<file path="config.mk">
export PLATFORM = sky130hd
export DESIGN_NAME = reg_write_arbiter
export DESIGN_NICKNAME = d
export VERILOG_FILES = /design/src/rtl/reg_write_arbiter.sv
export SDC_FILE = /design/constraint.sdc
export NUM_CORES = 1
export LEC_CHECK = 0
export ABC_AREA = 0
export CAP_MARGIN = 40
export CORE_AREA = 5 5 68 70
export DETAILED_ROUTE_END_ITERATION = 8
export DIE_AREA = 0 0 73 75
export PLACE_DENSITY = 0.76
export SLEW_MARGIN = 10
export SYNTH_ARGS = -nofsm -noshare
export SYNTH_HDL_FRONTEND = slang
export SYNTH_SLANG_ARGS = --single-unit
export TNS_END_PERCENT = 100
</file>
<file path="constraint.sdc">
create_clock -name clk -period 2.3 [get_ports clk]
set_input_delay 0.46 -clock clk [delete_from_list [all_inputs] [get_ports clk]]
set_output_delay 0.46 -clock clk [all_outputs]
set_load 0.01 [all_outputs]
</file>
<file path="src/rtl/reg_write_arbiter.sv">
// Round-robin write arbiter: grants one requester per cycle to a shared register bank
// and registers the one-hot write enable and data for the bank to capture next edge.
module reg_write_arbiter #(
    parameter int NREQ = 4,
    parameter int NREG = 4,
    parameter int AW   = 2
) (
    input  logic                clk,
    input  logic                res,
    input  logic [NREQ-1:0]     req,
    input  logic [NREQ*AW-1:0]  req_addr,
    input  logic [NREQ*8-1:0]   req_data,
    input  logic                hold,
    output logic [NREQ-1:0]     gnt,
    output logic [NREG-1:0]     reg_en,
    output logic [7:0]          reg_data,
    output logic                busy,
    output logic [7:0]          wr_count
);
    localparam int PW = $clog2(NREQ);

    logic [NREQ-1:0][AW-1:0] addr_a;
    logic [NREQ-1:0][7:0]    data_a;
    logic [PW-1:0]           ptr;
    logic [PW-1:0]           sel;
    logic [PW-1:0]           cand;
    logic                    sel_vld;

    generate
        for (genvar i = 0; i < NREQ; i++) begin : g_unpack
            assign addr_a[i] = req_addr[i*AW +: AW];
            assign data_a[i] = req_data[i*8 +: 8];
        end
    endgenerate

    always_comb begin
        sel     = '0;
        sel_vld = 1'b0;
        cand    = '0;
        if (res && !hold) begin
            // Walk from the farthest slot to ptr so the nearest set request is the one kept.
            for (int off = NREQ - 1; off >= 0; off--) begin
                cand = PW'((int'(ptr) + off) % NREQ);
                if (req[cand]) begin
                    sel     = cand;
                    sel_vld = 1'b1;
                end
            end
        end
    end

    always_comb begin
        gnt = '0;
        if (sel_vld) gnt[sel] = 1'b1;
    end

    always_ff @(posedge clk or negedge res) begin
        if (!res) begin
            ptr      <= '0;
            reg_en   <= '0;
            reg_data <= 8'h00;
            busy     <= 1'b0;
            wr_count <= 8'h00;
        end else if (sel_vld) begin
            ptr      <= (sel == PW'(NREQ - 1)) ? '0 : sel + PW'(1);
            reg_en   <= NREG'(1) << addr_a[sel];
            reg_data <= data_a[sel];
            busy     <= 1'b1;
            wr_count <= wr_count + 8'd1;
        end else begin
            // reg_data deliberately holds; only the enable marks a valid write.
            reg_en <= '0;
            busy   <= 1'b0;
        end
    end
endmodule

</file>
==> Yosys cells after proc, flatten, opt, wreduce, memory -nomap -nowiden <==
Cells that the tools add are included.
{ "op_classes": {"reduce_logical": 3, "shifts": 1, "eq_ne": 1, "add_sub_neg": 5, "n_lt_le_gt_ge": 6, "n_mux": 28} }
{ "ops": {"columns": ["op", "count"], "rows": [
  ["$bmux W8 S2", 1],
  ["$lt A2 B3 Y1 const B", 5],
  ["$mux W2", 7],
  ["$mux W1", 11],
  ["$add A8 B1 Y8 const B", 1],
  ["$bmux W1 S2", 4],
  ["$mux W4", 2],
  ["$mux W8", 1],
  ["$add A2 B1 Y2 const B", 2],
  ["$add A2 B2 Y2 const B", 2],
  ["$bmux W2 S2", 1],
  ["$shl A1 B2 Y4 const A", 1],
  ["$demux W1 S2", 1],
  ["$eq A2 B2 Y1 const B", 1],
  ["$ge A2 B1 Y1 const B", 1],
  ["$logic_and A1 B1 Y1", 2],
  ["$logic_not A1 Y1", 1]
]} }
{ "totals": {"word_cells": 49, "ff_bits": 23, "in_bits": 47, "output_inout_bits": 25} }

==> Logic depth before layout (Yosys ltp) <==
{ "depth": {"word_depth": 13, "ltp_mapped": 9, "ltp_nobuf": 8} }

==> Worst setup path before layout <==
Ideal clock, no wire load.
{ "synth_timing": {"path_kind": "input to output", "start": "in hold", "end": "out gnt[0]", "cell_stages": 9, "setup_slack_ns": 0.056, "required_ns": 1.840, "arrival_time_ns": 1.784, "path_buffers": 2, "cell_sequence": "nand2b_1 a21oi_1 o21ai_1 a211oi_2 inv_2 buf_6 buf_2 ha_1 and2_1"} }
{ "synth_between": {"elab_chain_len": 8, "elab_cells_between_ends": 10, "classes_between": "order compare (2); mux (5); reduce/logical (3)"} }
{ "synth_rtl": {"columns": ["element", "line_no", "text"], "rows": [
  ["start, declared", "13", "input logic hold,"],
  ["$logic_not A1 Y1 *", "40", "if (res && !hold) begin"],
  ["$logic_and A1 B1 Y1 *", "40", null],
  ["$mux W2", "40", null],
  ["$lt A2 B3 Y1 (implied by the code) or $ge A2 B1 Y1 (tied branches)", "54", "if (sel_vld) gnt[sel] = 1'b1;"],
  ["$logic_and A1 B1 Y1 (implied by the code)", "54", null],
  ["$mux W1 (implied by the code)", "54", null],
  ["$demux W1 S2", "54", null],
  ["$mux W4 *", "54", null],
  ["end, declared", "14", "output logic [NREQ-1:0] gnt,"]
]} }
Every way passes the cells marked *; elsewhere a longest branch is shown, timed or not.

==> Worst setup path after layout <==
{ "layout_timing": {"start": "in res", "end": "out gnt[0]"} }
{ "layout_between": {"elab_chain_len": 7, "elab_cells_between_ends": 9, "classes_between": "order compare (2); mux (5); reduce/logical (2)"} }
{ "layout_rtl": {"columns": ["element", "line_no", "text"], "rows": [
  ["start, declared", "9", "input logic res,"],
  ["$logic_and A1 B1 Y1 *", "40", null],
  ["$mux W2", "40", null],
  ["$lt A2 B3 Y1 (implied by the code) or $ge A2 B1 Y1 (tied branches)", "54", null],
  ["$logic_and A1 B1 Y1 (implied by the code)", "54", null],
  ["$mux W1 (implied by the code)", "54", null],
  ["$demux W1 S2", "54", null],
  ["$mux W4 *", "54", null]
]} }
Marked as above.

==> flow_summary.ini <==
[clock_tree]
cts_tree = done
cts.sinks = 23
clk_latency_ps = 260
clk_pin_slew_worst_paths_ps = 80
clock_tree.buffer_depth = 2
root_buffer = clkbuf_8
htree_levels = 1
cts_buffers = 3
holdBufCountCts = 0

[routing]
drc = 0
drt_pass1_iterations = 4
viasPerCell = 4.93
wl_per_cell_um = 13.4
vias = 1592
antenna_left = 0
wl_um = 4340
drtIter0Drc = 45

[timing]
rsz0062_at_grt = yes
min_period_ps = 2230
setup_viol = 0
worst_pin_slew_ps = 306
whs_ps = 366
final.setup_skew_ps = 7.17
max_freq_mhz = 448
maxSlewHeadroom_pct = 79.6
drv_slew = 0
fin_tns_setup_ps = 0
finalCritPeriodShare_pct = 97.0
hold_violations = 0

[floorplanning]
fp-row-count = 23
core_region_area_um2 = 3910
num_io_pins = 72
start_util_pct = 38.3
chipWidth_um = 73
design.die.area_um2 = 5480
die_y_um = 75

[power_and_ir_drop]
p_leak_nw = 1.19
p_comb_share_pct = 46.0
p_sw_share_pct = 32.7
seq_power_share_pct = 38.2
finalPower_w = 0.00157
switchingPower_w = 0.000514
internal-power_w = 0.00106
vdd_drop_max_uv = 243
power_density_nw_per_um2 = 608
pwr-share-clk_pct = 15.7

[grt]
grt-ovfl-total = 0
grt_max_degree = 26
grt_pass1_wl_um = 6880
antenna_found_initial = 0
grt.total_usage_pct = 15.6
grt_pass1_vias = 1579

[synth]
synth_compound_area_share_pct = 13.3
synth_top_cell_area_share_pct = 38.4
synthAdderAreaFrac_pct = 4.17
synth_mux_area_share_pct = 5.51
synthDistinctLibCells = 27
yosys-top-cells-area = dfrtp_1 (38%), nand2_1 (9.5%), and3_1 (7.1%), nor2_1 (5.3%), o32ai_1 (4.7%)
synthFlopType = dfrtp_1
synth_area_um2 = 1500
synth_top_family_by_area = simple AND/OR/NAND/NOR gates
ys_warn_count = 0
synth_common_cells = nand2_1 (38), dfrtp_1 (23), nor2_1 (21)
synth_most_common_cell = nand2_1
synth-seq-cells = 23
synth_edf_count = 0
syn-instance-count = 183
synthSimpleGateAreaFrac_pct = 29.8
synthArstFlopShare_pct = 100
yosysTopAreaCell = dfrtp_1
syn_avg_cell_area_um2 = 8.19
seq_area_frac_synth_pct = 38.4
syn-num-nets = 235
synth_xor_area_share_pct = 4.09

[setup_path]
crit_arrival_ps = 1770
crit_fanout = 4
crit_required_ps = 1840
worstSetupEndpointType = primary output
crit_type = input pin to primary output
startpoint_type = input pin

[layout]
multiInputGateArea_um2 = 967
drive_gt1_share_pct = 23.1
final_nets = 326
finalInstanceArea_um2 = 2580
antenna_cells = 0
fillers = 355
area_delta_synth_final_pct = 72.2
seq_area_um2 = 577

[place]
io_buffers = 71
place_area_um2 = 2340
hpwl_um = 3180
gp_congestion = 0.767

[run_status]
status = finished clean

[run]
drv_cap = 0

[hold_path]
hp-class = input pin to async pin
-- area by class of cell --
cell class	count	area share, %
inverter	6	0.873
clock buffer	3	1.60
tap	50	2.42
clock inverter	1	0.194
timing repair buffer	96	35.1
sequential	23	22.3
multi-input combinational	144	37.5
-- registers in the layout, summed over array words and instances, names as in the netlist --
signal,flops
ptr,2
reg_en,4
wr_count,8
reg_data,8
busy,1
-- worst paths after layout --
path	start	endpoint	slack, ps	depth (start not counted)
max	res	gnt[0]	70	10
min	res	wr_count[3]	370	2
max reg2reg	ptr[0]	reg_en[3]	180	11
min reg2reg	wr_count[7]	wr_count[7]	470	1
max in group asynchronous	res	ptr[0]	1670	2
min in group clk	wr_count[7]	wr_count[7]	470	1
-- logic make-up after synthesis --
| group | Yosys count |
|---|---|
| DFF | 23 |
| adders and majority gates | 5 |
| buffers and inverters | 16 |
| and+or+nand+nor | 95 |
| AOI/OAI and AO/OA | 29 |
| xor gates and xnor gates | 7 |
| muxes | 8 |
-- through the flow --
| step | util (%) | worst slack, ps | cells |
|---|---|---|---|
| 6_report | 66.0 | 70.1 | 323 |
| 5_1_grt | 66.0 | -35.5 | 323 |
| 4_1_cts | 63.0 | 2.79 | 318 |
| 3_5_place_dp | 59.7 | -650 | 309 |
| 3_3_place_gp | 59.7 | -622 | 309 |
| 2_1_floorplan | - | 55.6 | 183 |
-- critical path: stages --
cell	delay [ps]
clkdlybuf4s15_1	240
nand2b_4	80
buf_6	120
nor2_4	80
o211ai_1	80
buf_4	160
buf_4	130
ha_2	160
and2_1	130
buf_2	130
-- repair_timing --
item,in CTS,in global routing
pin swaps,4,8
endpoints found under the setup margin,4,13
resized for setup,40,26
gates cloned,0,1
setup buffers,6,5
-- power groups by stage --
| stage | sequential, W | combinational (W) | clock, W |
|---|---|---|---|
| global placement | 0.000598 | 0.000637 | 0 |
| global route | 0.000618 | 0.000789 | 0.000271 |
| floorplan | 0.000631 | 0.000251 | 0 |
| finish | 0.000600 | 0.000723 | 0.000247 |
| CTS | 0.000597 | 0.000682 | 0.000256 |
| detailed placement | 0.000602 | 0.000651 | 0 |
-- placed cells by master, fill, tap and decap left out, types with 2 or more instances in the layout --
| cell type | instances |
|---|---|
| a21o_1 | 2 |
| a21oi_2 | 2 |
| and2_1 | 3 |
| and3_1 | 17 |
| buf_2 | 3 |
| buf_4 | 20 |
| buf_6 | 4 |
| clkbuf_2 | 4 |
| clkbuf_8 | 3 |
| clkdlybuf4s15_1 | 2 |
| clkdlybuf4s50_1 | 61 |
| dfrtp_1 | 22 |
| ha_1 | 2 |
| ha_2 | 3 |
| inv_1 | 4 |
| inv_2 | 2 |
| mux2_4 | 2 |
| mux2i_1 | 6 |
| nand2_1 | 38 |
| nand3_1 | 2 |
| nand4_1 | 2 |
| nor2_1 | 17 |
| nor2_2 | 2 |
| nor2_4 | 2 |
| nor2b_1 | 8 |
| o211ai_1 | 2 |
| o21ai_1 | 8 |
| o22ai_1 | 4 |
| o32ai_1 | 2 |
| o32ai_2 | 6 |
| xnor2_1 | 7 |
-- layer usage --
metal	up-vias	share of wire, %	global-route usage, %
li1	805	-	-
met1	736	42	18.8
met2	49	50	29.4
met3	2	8.2	3.60
met4	0	0.16	1.23
met5	-	0	0
(Power assumes the default switching activity.)
